`config.mk`:
```
export PLATFORM = sky130hd
export DESIGN_NAME = spi_controller
export DESIGN_NICKNAME = d
export VERILOG_FILES = /design/src/rtl/spi_controller.sv
export SDC_FILE = /design/constraint.sdc
export NUM_CORES = 1
export LEC_CHECK = 0
export CORE_MARGIN = 2
export CORE_UTILIZATION = 68
export DETAILED_ROUTE_END_ITERATION = 6
export DONT_BUFFER_PORTS = 1
export PLACE_DENSITY = 0.89
export SETUP_SLACK_MARGIN = 0.1
export SLEW_MARGIN = 5
export SYNTH_ARGS = -nofsm -noshare
export SYNTH_HDL_FRONTEND = slang
export SYNTH_SLANG_ARGS = --single-unit
```
`constraint.sdc`:
```
create_clock -name i_SPI_CLK -period 3.78 [get_ports i_SPI_CLK]
set_clock_uncertainty 0.05 [all_clocks]
set_input_delay 0.756 -clock i_SPI_CLK [delete_from_list [all_inputs] [get_ports i_SPI_CLK]]
set_output_delay 0.756 -clock i_SPI_CLK [all_outputs]
set_load 0.1 [all_outputs]
```
`src/rtl/spi_controller.sv`:
```
// rtl/spi_controller.sv - Mode 0 SPI initiator: byte handshake in, SCLK/PICO/CS_n out, POCI bytes back.
module spi_controller #(
    parameter int CLKS_PER_HALF_BIT = 2,
    parameter int CS_SETUP_CLKS     = 2,
    parameter int CS_IDLE_CLKS      = 2
) (
    input  logic       i_SPI_CLK,
    input  logic       i_rst,
    input  logic       i_txDataValid,
    input  logic [7:0] i_txData,
    input  logic       i_txLast,
    output logic       o_txReady,
    output logic       o_rxDataValid,
    output logic [7:0] o_rxData,
    output logic       o_busy,
    output logic       o_SPI_CLK,
    output logic       o_SPI_PICO,
    input  logic       i_SPI_POCI,
    output logic       o_SPI_CS_n
);
    localparam int CW = 16;
    localparam logic [CW-1:0] HALF_LAST  = CW'(CLKS_PER_HALF_BIT - 1);
    localparam logic [CW-1:0] SETUP_LAST = CW'(CS_SETUP_CLKS - 1);
    localparam logic [CW-1:0] IDLE_LAST  = CW'(CS_IDLE_CLKS - 1);

    typedef enum logic [2:0] {IDLE, SETUP, SHIFT, NEXT, DEASSERT} state_t;

    state_t          state, state_n;
    logic [CW-1:0]   cnt, cnt_n;
    logic [3:0]      k, k_n;
    logic [7:0]      tx_sr, tx_sr_n, rx_sr, rx_sr_n;
    logic            last_q, last_n, done, done_n;
    logic            sclk_n, pico_n, cs_n_n, ready_n;
    logic            accept;

    assign accept = i_txDataValid && o_txReady;

    always_comb begin
        state_n = state;
        cnt_n   = cnt;
        k_n     = k;
        tx_sr_n = tx_sr;
        rx_sr_n = rx_sr;
        last_n  = last_q;
        done_n  = 1'b0;
        sclk_n  = o_SPI_CLK;
        pico_n  = o_SPI_PICO;
        cs_n_n  = o_SPI_CS_n;
        ready_n = o_txReady;
        case (state)
            IDLE: begin
                cs_n_n  = 1'b1;
                sclk_n  = 1'b0;
                pico_n  = 1'b0;
                ready_n = 1'b1;
                if (accept) begin
                    state_n = SETUP;
                    ready_n = 1'b0;
                    cs_n_n  = 1'b0;
                    pico_n  = i_txData[7];
                    tx_sr_n = i_txData;
                    last_n  = i_txLast;
                    cnt_n   = '0;
                end
            end
            SETUP: begin
                if (cnt == SETUP_LAST) begin
                    state_n = SHIFT;
                    cnt_n   = '0;
                    k_n     = '0;
                end else begin
                    cnt_n = cnt + 1'b1;
                end
            end
            SHIFT: begin
                if (cnt != HALF_LAST) begin
                    cnt_n = cnt + 1'b1;
                end else begin
                    cnt_n = '0;
                    if (k == 4'd15) begin
                        // 8th falling edge: byte complete, rx pulse follows one cycle later
                        sclk_n = 1'b0;
                        done_n = 1'b1;
                        if (last_q) begin
                            state_n = DEASSERT;
                            cs_n_n  = 1'b1;
                            pico_n  = 1'b0;
                        end else begin
                            state_n = NEXT;
                            ready_n = 1'b1;
                        end
                    end else begin
                        k_n = k + 1'b1;
                        if (!k[0]) begin
                            sclk_n  = 1'b1;
                            rx_sr_n = {rx_sr[6:0], i_SPI_POCI};
                        end else begin
                            sclk_n  = 1'b0;
                            pico_n  = tx_sr[6];
                            tx_sr_n = {tx_sr[6:0], 1'b0};
                        end
                    end
                end
            end
            NEXT: begin
                // Re-entering SHIFT at k=0 gives the low half-period carrying the new MSB
                if (accept) begin
                    state_n = SHIFT;
                    ready_n = 1'b0;
                    k_n     = '0;
                    cnt_n   = '0;
                    pico_n  = i_txData[7];
                    tx_sr_n = i_txData;
                    last_n  = i_txLast;
                end
            end
            DEASSERT: begin
                if (cnt == IDLE_LAST) begin
                    state_n = IDLE;
                    ready_n = 1'b1;
                    cnt_n   = '0;
                end else begin
                    cnt_n = cnt + 1'b1;
                end
            end
            default: state_n = IDLE;
        endcase
    end

    always_ff @(posedge i_SPI_CLK or posedge i_rst) begin
        if (i_rst) begin
            state         <= IDLE;
            cnt           <= '0;
            k             <= '0;
            tx_sr         <= '0;
            rx_sr         <= '0;
            last_q        <= 1'b0;
            done          <= 1'b0;
            o_SPI_CLK     <= 1'b0;
            o_SPI_PICO    <= 1'b0;
            o_SPI_CS_n    <= 1'b1;
            o_txReady     <= 1'b0;
            o_rxDataValid <= 1'b0;
            o_rxData      <= '0;
            o_busy        <= 1'b0;
        end else begin
            state         <= state_n;
            cnt           <= cnt_n;
            k             <= k_n;
            tx_sr         <= tx_sr_n;
            rx_sr         <= rx_sr_n;
            last_q        <= last_n;
            done          <= done_n;
            o_SPI_CLK     <= sclk_n;
            o_SPI_PICO    <= pico_n;
            o_SPI_CS_n    <= cs_n_n;
            o_txReady     <= ready_n;
            o_rxDataValid <= done;
            if (done) o_rxData <= rx_sr;
            o_busy        <= (state_n != IDLE);
        end
    end
endmodule

```
# == Yosys cells after proc, flatten, opt, wreduce, memory -nomap -nowiden ==
# Cells that the tools add are included.
# classes
n_addsub,2
eq_ne,19
mux,47
n_bitwise,3
n_reduce_logical,20
# op_table
cell,n
2-to-1 mux 16 bit,3
case mux 16 bit (3 select lines),1
2-to-1 mux 7 bit,4
2-to-1 mux 1 bit,21
2-to-1 mux 3 bit,7
"inequality test 2 bit, second input constant",9
"adder 16 x 1 -> 16 bit, second input constant",1
"equality test 16 x 1 -> 1 bit, second input constant",1
2-to-1 mux 4 bit,4
"inequality test 16 x 1 -> 1 bit, second input constant",1
case mux 3 bit (5 select lines),1
AND reduction 5 bit,3
case mux 7 bit (2 select lines),1
case mux 4 bit (3 select lines),1
nonzero test 3 bit,4
AND reduction 4 bit,2
"equality test 3 x 2 -> 1 bit, second input constant",2
"inequality test 3 bit, second input constant",2
AND reduction 2 bit,3
AND reduction 6 bit,1
"adder 4 x 1 -> 4 bit, second input constant",1
"equality test 4 bit, second input constant",1
case mux 1 bit (2 select lines),2
case mux 1 bit (4 select lines),1
other kinds (10),14
# totals
register_bits,54
in_bits,13
out_inout_bits,14
wordCells,105

# == Logic depth before layout (Yosys ltp) ==
# Gate-level depths: netlist (run 1).
# depth
ltp_word,5
mapped_depth,9
depth_no_buf,7

# == Worst setup path after synthesis (run 1) ==
# Ideal clock, no wire load.
# synth_timing
path_kind,register to register
startpoint,register o_txReady
endpoint,register cnt[14]
setup_ps,121
arrival_ps,2426
required_time_ps,3609
setup_slack_ps,1183
path_stages_with_launch,6
n_path_buf,0
synth_period_minus_slack_ps,2597
cell_sequence,dfrtp_1 -> nand2_1 -> a2111oi_2 -> nor2_1 -> o21a_1 -> o22a_1
# synth_via
elab_chain_len,3
# synth_lines
item,line_no,text
"start, declared",12,"output logic o_txReady,"
"start signal, assigned",157,o_txReady <= ready_n;
logical AND 1 bit,36,assign accept = i_txDataValid && o_txReady;
inequality test 2 x 1 -> 1 bit (no source line),-,
AND reduction 2 bit (no source line),-,
"end signal, assigned",148,cnt <= cnt_n;
"end, declared",29,"logic [CW-1:0] cnt, cnt_n;"
# Every way passes these cells.
# A chain may end at the register's enable or synchronous reset.

# == Worst setup path in the final report (run 1) ==
# layout_timing
startpoint,register state[0]
endpoint,register cnt[4]
# layout_via
elab_chain_len,4
word_cells_on_any_way,11
cone_classes,eq/ne (5); mux (1); reduce/logical (5)
# layout_lines
item,line_no,text
"start, declared",28,"state_t state, state_n;"
"start signal, assigned",147,state <= state_n;
"equality test 3 x 2 -> 1 bit, or another cell as far along",50,case (state)
OR reduction 2 bit (no source line),-,
inequality test 2 x 1 -> 1 bit (no source line) / nonzero test 3 bit (equally long branches),-,
AND reduction 2 bit (no source line),-,
# Several ways; a longest one is shown, not always the timed one.

==> results of run 1 <==
logic make-up (layout without fill, tap and decap cells):
kind of cell    Yosys count  in the layout  share of synthesized area
compound gates           50             50                      0.123
xor+xnor                 14             14                     0.0438
fa+ha+maj                 3              3                     0.0134
buf+inv                  17             15                     0.0322
flops                    54             54                      0.483
mux                      30             30                      0.131
simple gates             89             89                      0.173
final timing paths:
check / to / cells past startpoint
worst max register to register: cnt[4] / 5
worst min register to register: tx_sr[2] / 1
worst max-delay path: cnt[4] / 5
min in group asynchronous: o_rxData[7] / 1
worst min-delay path: tx_sr[2] / 1
max in group asynchronous: cnt[7] / 1
power breakdown:
| group | leakage [nW] | total (mW) | internal, mW | switching (mW) |
|---|---|---|---|---|
| combinational | 0.540 | 0.827 | 0.373 | 0.454 |
| clock | 0.0514 | 0.373 | 0.198 | 0.175 |
| sequential | 0.699 | 1.16 | 0.746 | 0.416 |
layer usage:
metal / vias up / share of wire / wire [um]
li1: 913 / - / -
met1: 959 / 0.44 / 2400
met2: 82 / 0.48 / 2570
met3: 5 / 0.072 / 389
met4: 0 / 0.0070 / 38
met5: - / 0 / 0
critical path: cells and delay by family (launching register included):
kind,cells,cell delay [ps]
AND/OR/NAND/NOR,4,1300
flip-flops,1,600
AO/OA/AOI/OAI,1,420
state kept, by name, summed over array words and instances (netlist names):
name,cells
cnt,16
done,1
k,4
last_q,1
o_SPI_CLK,1
o_SPI_CS_n,1
o_SPI_PICO,1
o_busy,1
o_rxData,8
o_rxDataValid,1
o_txReady,1
rx_sr,8
state,3
tx_sr,7
cell usage in the layout (no fill, tap or decap), drive strengths merged, types with 2 or more instances in the layout:
| cell | Yosys | final |
|---|---|---|
| mux2 | 29 | 29 |
| nand2b | 4 | 4 |
| o21ai | 13 | 13 |
| ha | 3 | 3 |
| o211ai | 5 | 5 |
| a31oi | 3 | 3 |
| nand2 | 21 | 21 |
| a21oi | 15 | 15 |
| clkbuf | 3 | 6 |
| nor4b | 2 | 2 |
| nor3 | 10 | 10 |
| or3 | 2 | 2 |
| inv | 6 | 6 |
| xnor2 | 3 | 3 |
| dfrtp | 53 | 53 |
| a2111oi | 2 | 2 |
| xor2 | 11 | 11 |
| and4 | 3 | 3 |
| nor4 | 5 | 5 |
| nand4 | 5 | 5 |
| nor2 | 29 | 29 |
| nand3 | 5 | 5 |
| a211oi | 2 | 2 |
| o2111ai | 2 | 2 |
area by class of cell:
class                      instances  area, sq um  share of cell area
clock buffer                       6         72.6              0.0249
sequential                        54         1350               0.464
inverter                           6         22.5             0.00773
tap                               50         62.6              0.0215
multi-input combinational        186         1360               0.466
clock inverter                     2         37.5              0.0129
timing repair buffer               1         7.51             0.00258
per-stage QoR:
step	instance area, sq um	power (mW)	util	std cells
floorplan	2800	1.83	-	257
global placement	2800	1.94	0.706	297
detailed placement	2800	1.99	0.706	297
CTS	2910	2.37	0.733	305
global route	2910	2.51	0.733	305
finish	2910	2.36	0.733	305
synth_stat cells (2+ instances only):
library cell and instances:
ha_1 3, mux2_4 8, nand4_1 4, buf_2 3
nor3_1 10, xnor2_1 3, or3_1 2, o211ai_1 5
clkbuf_1 3, inv_1 6, o21ai_0 12, nand3_1 5
nand2b_1 3, a21oi_1 14, buf_4 4, a31oi_1 3
dfrtp_1 53, nor4_1 3, nor4_4 2, nor2_1 29
o2111ai_1 2, xor2_1 11, a211oi_1 2, and4_1 3
mux2_2 21, nand2_1 21
==> results by group, run 1 <==
Global routing
  • GRT Total Usage: 0.257
  • GR peak layer: met2
  • First-pass GRT wire length: a little under 9 mm
  • Largest net degree at the start of global routing: 55
  • GR Util met3: 0.0691
  • Remaining global-route overflow: 0
  • Met2 Track Usage GR: 0.392
  • Vias in the first global route: roughly 1,800
  • Initial antenna violation count: 0
  • Met1 GRT Util: 0.360

Pwr
  • PD cells: 811 mW/mm^2
  • Static leakage: between 1 and 1.5 nW
  • VDD IR-drop max: ~0.49 mV

Critical path
  • CP startpoint kind: flip-flop
  • CP startpoint: state[0]
  • Critical path's slowest cell: nor2_1
  • Reg-to-Reg Start: state[0]
  • Worst EP arrival: 2640 ps
  • Critical path's most frequent cell: nor2_1
  • Worst-path cell chain: or2_2 -> a21oi_2 -> nor2_1 -> nor2_1 -> nor2_1
  • Max incr delay on CP: between 600 and 700 ps
  • Crit-path max FO: 20
  • CP Capture Type: flip-flop
  • Worst path required time: between 3000 and 4000 ps
  • Critical path class: flip-flop to flip-flop
  • Worst R2R Setup Slack: ~1200 ps

Logic synthesis
  • Most used flip-flop cell after synthesis: dfrtp_1
  • Syn Nets: about 270
  • Ys async rst share: 1.00
  • Avg Inst Size Synth: between 10 and 15 sq um
  • Post-synth EDFFs: 0
  • Post-synth top area share: 0.474
  • Post-synthesis cell count: around 260
  • Mapped Area: 0.00280 sq mm
  • Top post-synthesis cells by area: dfrtp_1 (47%), mux2_2 (8.4%), mux2_4 (4.3%)
  • Number of library cell types mapped by synthesis: between 40 and 50
  • Seq/Total Area, Yosys: 0.483
  • Yosys reg bits: 54
  • Leading area contributor after synthesis: dfrtp_1
  • Yosys warns: 0

Clock tree
  • CTS HTree Levels: 2
  • Clock latency on the worst-skew pair: 300 ps
  • TritonCTS Buffers: 5
  • CTS Hold Bufs: 0
  • TritonCTS clock tree: yes
  • Sink Count: 54
  • Maximum clock path buffer count: 2
  • Root Buffer: clkbuf_8
  • Post-CTS sizing: 0
  • Clk slew on worst S/H paths: 90 ps
  • Postcts setup bufs: 0

Routing
  • Initial DRC Count: between 200 and 250
  • Drt via density: around 6.4
  • Routed WL: 5.40 mm
  • DRC Markers: 0
  • Average wire per standard cell: between 15 and 20 um
  • 1st-pass router iterations: 4
  • Vias: 1,959
  • Routed Antenna Nets: 0

Die
  • Die Width: 68.2 um
  • Die footprint: roughly 0.0046 sq mm
  • Row Count: 23
  • Die Span Y: roughly 68 um
  • Ports: 27
  • Core area: around 0.0040 sq mm
  • Initial Util: 0.705

Status
  • Outcome: finished clean

STA
  • Slack of the critical path: 1250 ps
  • Final Setup Violations: 0
  • Fin. max-slew vios: 0
  • Max Fclk: between 300 and 400 MHz
  • Unrepaired setup endpoints after global routing: no
  • Slew @ Worst Pin: between 1000 and 1500 ps
  • Slew margin rel.: 0.277
  • Setup Total Neg Slack: 0 ps
  • Period utilization: 0.670
  • Min Tclk post-route: between 2000 and 3000 ps
  • Final hold viol count: 0
  • Hold_ws: 461 ps

Layout
  • # nets final: 270
  • Fillcell total: around 270
  • Synthesis-to-finish area growth: 4.02%
  • Ratio of cells with drive above 1 in the final layout: 0.192
  • Antenna Cells: 0

Placed design
  • Setup slack at placement: approximately 1200 ps
  • Dpl hpwl: around 3.7 mm
  • RD Place Congestion: 0.887
  • Port bufs: 0

Worst hold path
  • Min-delay worst type: flip-flop to flip-flop
  • Min-Delay Startpoint: tx_sr[2]

Flow run
  • MaxCap Viol Count: 0
Note: power is estimated with default switching activity, not from simulation.
==> run 2, diff against run 1 <==
Settings changed: CORE_UTILIZATION 68 to 57, PLACE_DENSITY 0.89 to 0.8.
Clock period 3.78 ns to 2.3 ns, I/O delays scaled along.
==> run 2 against run 1 <==
Clock-buffer cell count is 1 lower; core utilization is 6.3 points lower; wire length rose by 9.9%; sequential cell count unchanged; global-route usage decreased by 3.2 points; fmax up 21%; clock power up 76%; register-to-register slack lost 1000 ps; critical path type unchanged; critical endpoint is now rx_sr[4]; largest cell class unchanged.
==> results by group, run 2 (synthesis results as in run 1) <==
STA
  • Max Fclk: 477 MHz (+21%)
  • Min Tclk post-route: 2100 ps (-436 ps)
  • Fin. max-slew vios: 0 (unchanged)
  • Final hold viol count: 0 (unchanged)
  • Hold_ws: 235 ps (-226 ps)
  • Final Setup Violations: 0 (unchanged)
  • Period utilization: 0.912 (+0.242)
  • Slew @ Worst Pin: 904 ps (-179 ps)
  • Slew margin rel.: 0.398 (+0.120)
  • Setup Total Neg Slack: 0 ps (unchanged)
  • Slack of the critical path: 203 ps (-1040 ps)
  • Unrepaired setup endpoints after global routing: yes

Critical path
  • CP startpoint kind: flip-flop
  • Critical path class: flip-flop to flip-flop
  • Worst path required time: 2460 ps (-1430 ps)
  • Worst EP arrival: 2260 ps (-380 ps)
  • CP Capture Type: flip-flop
  • Worst-path cell chain: inv_1 -> ha_1 -> nor4b_4 -> nand4_2 -> or3_1 -> mux2_4
  • Max incr delay on CP: 560 ps (-70 ps)
  • Crit-path max FO: 9 (-55%)
  • Critical path's slowest cell: or3_1

Global routing
  • GR Util met3: 0.0637 (-0.00539)
  • Initial antenna violation count: 0 (unchanged)
  • Remaining global-route overflow: 0 (unchanged)
  • Met1 GRT Util: 0.308 (-0.0514)
  • GRT Total Usage: 0.225 (-0.0320)
  • Met2 Track Usage GR: 0.343 (-0.0487)
  • Largest net degree at the start of global routing: 22 (-60%)
  • GR peak layer: met2
  • Vias in the first global route: 1,957 (+7.5%)
  • First-pass GRT wire length: 9.33 mm (+5.8%)

Routing
  • 1st-pass router iterations: 5 (+1)
  • Average wire per standard cell: 17.1 um (-3.7%)
  • Initial DRC Count: 150 (-28%)
  • DRC Markers: 0 (unchanged)
  • Vias: 2,090 (+6.7%)
  • Drt via density: 6.01 (-6.5%)
  • Routed Antenna Nets: 0 (unchanged)
  • Routed WL: 5.93 mm (+9.9%)

Worst hold path
  • Min-delay worst type: input port to flip-flop

Die
  • Die Width: 74.1 um (+8.7%)
  • Die Span Y: 74.1 um (+8.7%)
  • Row Count: 25 (+8.7%)
  • Ports: 27 (unchanged)
  • Die footprint: 0.00549 sq mm (+18%)
  • Initial Util: 0.593 (-0.112)
  • Core area: 0.00472 sq mm (+19%)

Pwr
  • Sequential power share: 0.424 (-0.068)
  • Static leakage: 1.43 nW (+11%)
  • PD cells: 1330 mW/mm^2 (+64%)
  • Comb pwr share: 0.420 (+0.070)
  • Clock network fraction of total power: 0.156 (-0.002)
  • Internal power: 2.38 mW (+81%)
  • VDD IR-drop max: 0.781 mV (+59%)
  • Final Power: 4.21 mW (+78%)
  • Sw Pwr: 1.83 mW (+75%)
  • Switching part of the total: 0.434 (-0.00863)

Placed design
  • Port bufs: 0 (unchanged)
  • Setup slack at placement: 149 ps (-1100 ps)
  • Dpl hpwl: 4.22 mm (+13%)
  • RD Place Congestion: 1.02 (+15%)

Layout
  • Top reg by flops: cnt
  • Core Util, Final: 0.670 (-0.0630)
  • Top Registers: cnt (16), o_rxData (8), rx_sr (8)
  • Synthesis-to-finish area growth: 13.1%
  • # nets final: 296 (+9.6%)
  • Antenna Cells: 0 (unchanged)
  • Max reg flops: 16 (unchanged)
  • Most frequent cells in the layout: dfrtp_1 (52), nor2_1 (29), buf_4 (26), mux2_2 (21), nand2_1 (20)
  • Ratio of cells with drive above 1 in the final layout: 0.285 (+0.0925)
  • Commonest non-fill, non-tap cell in the layout: dfrtp_1

Status
  • Outcome: finished clean

Clock tree
  • TritonCTS clock tree: yes
  • Root Buffer: clkbuf_8
  • Clock latency on the worst-skew pair: 310 ps (about the same)
  • Maximum clock path buffer count: 2 (unchanged)
  • TritonCTS Buffers: 5 (unchanged)
  • CTS HTree Levels: 2 (unchanged)
  • Sink Count: 54 (unchanged)
  • Clk slew on worst S/H paths: 100 ps (about the same)

Flow run
  • MaxCap Viol Count: 0 (unchanged)
==> run 2: cell count changes in the layout (fill, tap and decap cells not counted), sizes merged <==
cell	delta
buf	+25
inv	+2
clkbuf	-1
clkinvlp	-1
dlygate4sd3	+1
==> run 2: cell type report <==
cell class / instances / area (sq um)
fill: 352 / 1560
timing repair buffer: 27 / 205
clock buffer: 5 / 68.8
tap: 67 / 83.8
multi-input combinational: 186 / 1390
inverter: 6 / 22.5
clock inverter: 3 / 47.5
sequential: 54 / 1350
==> run 2: routing by layer <==
layer  wire length, um  part of all wire
met3               432             0.073
met4               105             0.018
met2              2880              0.48
met1              2520              0.42
met5                 0                 0
==> run 2: worst paths after layout <==
check	start	to	slack (ps)	cells after the start
min in group asynchronous	i_rst	cnt[13]	540	2
worst max-delay path	cnt[1]	rx_sr[4]	200	6
max in group asynchronous	i_rst	o_SPI_CS_n	1000	3
worst min-delay path	i_SPI_POCI	rx_sr[0]	240	1
worst max register to register	cnt[1]	rx_sr[4]	200	6
worst min register to register	tx_sr[5]	tx_sr[5]	470	1
==> run 2: critical path: cells and delay by family (launching register included) <==
kind / cells / cell delay (ps)
simple gates: 3 / 930
fa+ha+maj: 1 / 140
buf+inv: 1 / 70
flops: 1 / 420
mux: 1 / 380
==> run 2: power groups by stage <==
stage	clock [mW]	combinational, mW	sequential [mW]
2_1_floorplan	0	1.14	1.86
3_5_place_dp	0	1.63	1.80
6_report	0.657	1.77	1.79
3_3_place_gp	0	1.58	1.78
5_1_grt	0.706	1.91	1.82
4_1_cts	0.663	1.64	1.78
==> run 2: per-stage QoR <==
step | cells | cell area, sq um
final | 348 | 3170
after detailed placement | 334 | 2980
after global routing | 348 | 3170
after global placement | 334 | 2980
after CTS | 343 | 3100
after floorplan | 257 | 2800
==> run 2: repair_timing <==
item | in CTS | in global routing
endpoints found under the hold margin | 19 | 0
hold buffers | 1 | 0
setup buffers | 0 | 5
resized for setup | 0 | 5
endpoints found under the setup margin | 0 | 15
==> run 3, diff against run 2 <==
Settings changed: CORE_ASPECT_RATIO set to 0.6.
==> run 3 against run 2 <==
Cell count fell by 2.0%; fmax down 0.71%; wire length is 3.6% higher; worst hold slack got worse by 210 ps; first-iteration DRC count increased by 49%; final area down 2.0%; combinational power shrank 5%; sequential cell count unchanged; total power decreased by 4.7%; clock power shrank 18%; worst setup slack worse by 15 ps; critical path type unchanged.
==> results by group, run 3 (synthesis results as in run 1) <==
Status
  • Outcome: finished clean

Pwr
  • Static leakage: 1.40 nW (-1.7%)
  • PD cells: 1290 mW/mm^2 (-2.8%)
  • VDD IR-drop max: 0.895 mV (+15%)
  • Final Power: 4.02 mW (-4.7%)

Clock tree
  • CTS HTree Levels: 2 (unchanged)
  • TritonCTS clock tree: yes
  • TritonCTS Buffers: 5 (unchanged)
  • Root Buffer: clkbuf_8
  • Clk slew on worst S/H paths: 100 ps (about the same)
  • Clock latency on the worst-skew pair: 310 ps (about the same)
  • Maximum clock path buffer count: 2 (unchanged)
  • Sink Count: 54 (unchanged)

Routing
  • Routed WL: 6.15 mm (+3.6%)
  • DRC Markers: 0 (unchanged)
  • Average wire per standard cell: 18.0 um (+5.7%)
  • 1st-pass router iterations: 5 (unchanged)
  • Initial DRC Count: 224 (+49%)
  • Vias: 2,123 (+1.6%)
  • Routed Antenna Nets: 0 (unchanged)
  • Drt via density: 6.23 (+3.7%)

STA
  • Setup Total Neg Slack: 0 ps (unchanged)
  • Max Fclk: 473 MHz (-0.71%)
  • Hold_ws: 21.2 ps (-214 ps)
  • Final hold viol count: 0 (unchanged)
  • Slew margin rel.: 0.387 (-0.0108)
  • Period utilization: 0.918 (+0.00650)
  • Unrepaired setup endpoints after global routing: no
  • Slack of the critical path: 188 ps (-14.9 ps)
  • Fin. max-slew vios: 0 (unchanged)
  • Min Tclk post-route: 2110 ps (+14.9 ps)
  • Final Setup Violations: 0 (unchanged)
  • Slew @ Worst Pin: 920 ps (+16.2 ps)

Global routing
  • Remaining global-route overflow: 0 (unchanged)
  • GRT Total Usage: 0.249 (+0.0237)
  • Largest net degree at the start of global routing: 30 (+36%)
  • Initial antenna violation count: 0 (unchanged)
  • First-pass GRT wire length: 10.3 mm (+10%)
  • Vias in the first global route: 2,072 (+5.9%)

Layout
  • Ratio of cells with drive above 1 in the final layout: 0.273 (-0.0113)
  • Top Registers: cnt (16), o_rxData (8), rx_sr (8)
  • Top reg by flops: cnt
  • # nets final: 293 (-1.0%)
  • Most frequent cells in the layout: dfrtp_1 (52), nor2_1 (29), buf_4 (23), mux2_2 (21), nand2_1 (20)
  • Commonest non-fill, non-tap cell in the layout: dfrtp_1
  • Max reg flops: 16 (unchanged)
  • Antenna Cells: 0 (unchanged)
  • Synthesis-to-finish area growth: 10.9%

Placed design
  • Setup slack at placement: 215 ps (+65.3 ps)
  • Port bufs: 0 (unchanged)
  • RD Place Congestion: 0.941 (-7.6%)
  • Dpl hpwl: 4.55 mm (+7.8%)

Die
  • Initial Util: 0.601 (+0.00812)
  • Die footprint: 0.00551 sq mm (+0.33%)
  • Ports: 27 (unchanged)
  • Core area: 0.00466 sq mm (-1.4%)
  • Die Span Y: 58.3 um (-21%)
  • Die Width: 94.5 um (+28%)
  • Row Count: 19 (-24%)

Critical path
  • Worst R2R Setup Slack: 190 ps (about the same)
  • Critical path class: flip-flop to flip-flop
  • Reg-to-Reg Start: cnt[1]
  • CP startpoint kind: flip-flop
  • Max incr delay on CP: 520 ps (-40 ps)
  • Crit-path max FO: 6 (-3)
  • Critical path's slowest cell: or4_1
  • FF-to-FF path depth: 7 (+1)
  • Worst path required time: 2460 ps (about the same)
  • Worst-path cell chain: inv_1 -> ha_1 -> nor4b_4 -> and4_4 -> nor2_1 -> or4_1 -> a21o_1
  • Worst EP arrival: 2270 ps (about the same)
  • CP Capture Type: flip-flop
  • RR Endpoint: k[0]

Flow run
  • MaxCap Viol Count: 0 (unchanged)

Worst hold path
  • Min-delay worst type: input port to asynchronous set/reset pin
## run 3: layout make-up
type                            count  area (sq um)
Clock buffer                        5          68.8
Clock inverter                      3          25.0
Fill cell                         366          1560
Inverter                            6          22.5
Multi-Input combinational cell    186          1360
Sequential cell                    54          1350
Tap cell                           63          78.8
Timing Repair Buffer               24           193
## run 3: repair_timing
| action | 4_1_cts | 5_1_grt |
|---|---|---|
| setup endpoints to repair | 0 | 2 |
| setup buffers | 0 | 0 |
| resized for setup | 0 | 2 |
| hold buffers | 0 | 0 |
## run 3: power by group
part	switching, mW	total (mW)	internal, mW
Clock	0.320	0.540	0.220
Sequential	0.571	1.80	1.23
Combinational	0.917	1.68	0.759
## run 3: per-stage QoR
stage                     instances  utilization  area (sq um)
final                           341        0.666          3100
after global routing            341        0.666          3100
after CTS                       341        0.666          3100
after detailed placement        333        0.646          3010
after global placement          333        0.646          3010
after floorplan                 257            -          2800
## run 3: how the worst max path moves through the flow
| stage | start | endpoint | cells after the start |
|---|---|---|---|
| 2_1_floorplan | o_txReady | cnt[14] | 5 |
| 3_3_place_gp | cnt[1] | k[0] | 7 |
| 3_5_place_dp | cnt[1] | k[0] | 7 |
| 4_1_cts | cnt[1] | k[0] | 7 |
| 5_1_grt | cnt[1] | k[0] | 7 |
| 6_report | cnt[1] | k[0] | 7 |
## run 3: worst max-delay path: cells and delay by family, from the launching register on
| kind | cells | cell delay (ps) |
|---|---|---|
| AOI/OAI and AO/OA | 1 | 210 |
| adders and majority gates | 1 | 130 |
| buffers and inverters | 1 | 70 |
| DFF | 1 | 420 |
| and+or+nand+nor | 4 | 1130 |
## run 3: routing by layer
layer / up-vias / GRT usage / share of wire
met1: 1038 / 0.391 / 0.51
li1: 978 / - / -
met5: - / 0 / 0
met3: 8 / 0.0717 / 0.081
met2: 99 / 0.338 / 0.40
met4: 0 / 0.0621 / 0.0094
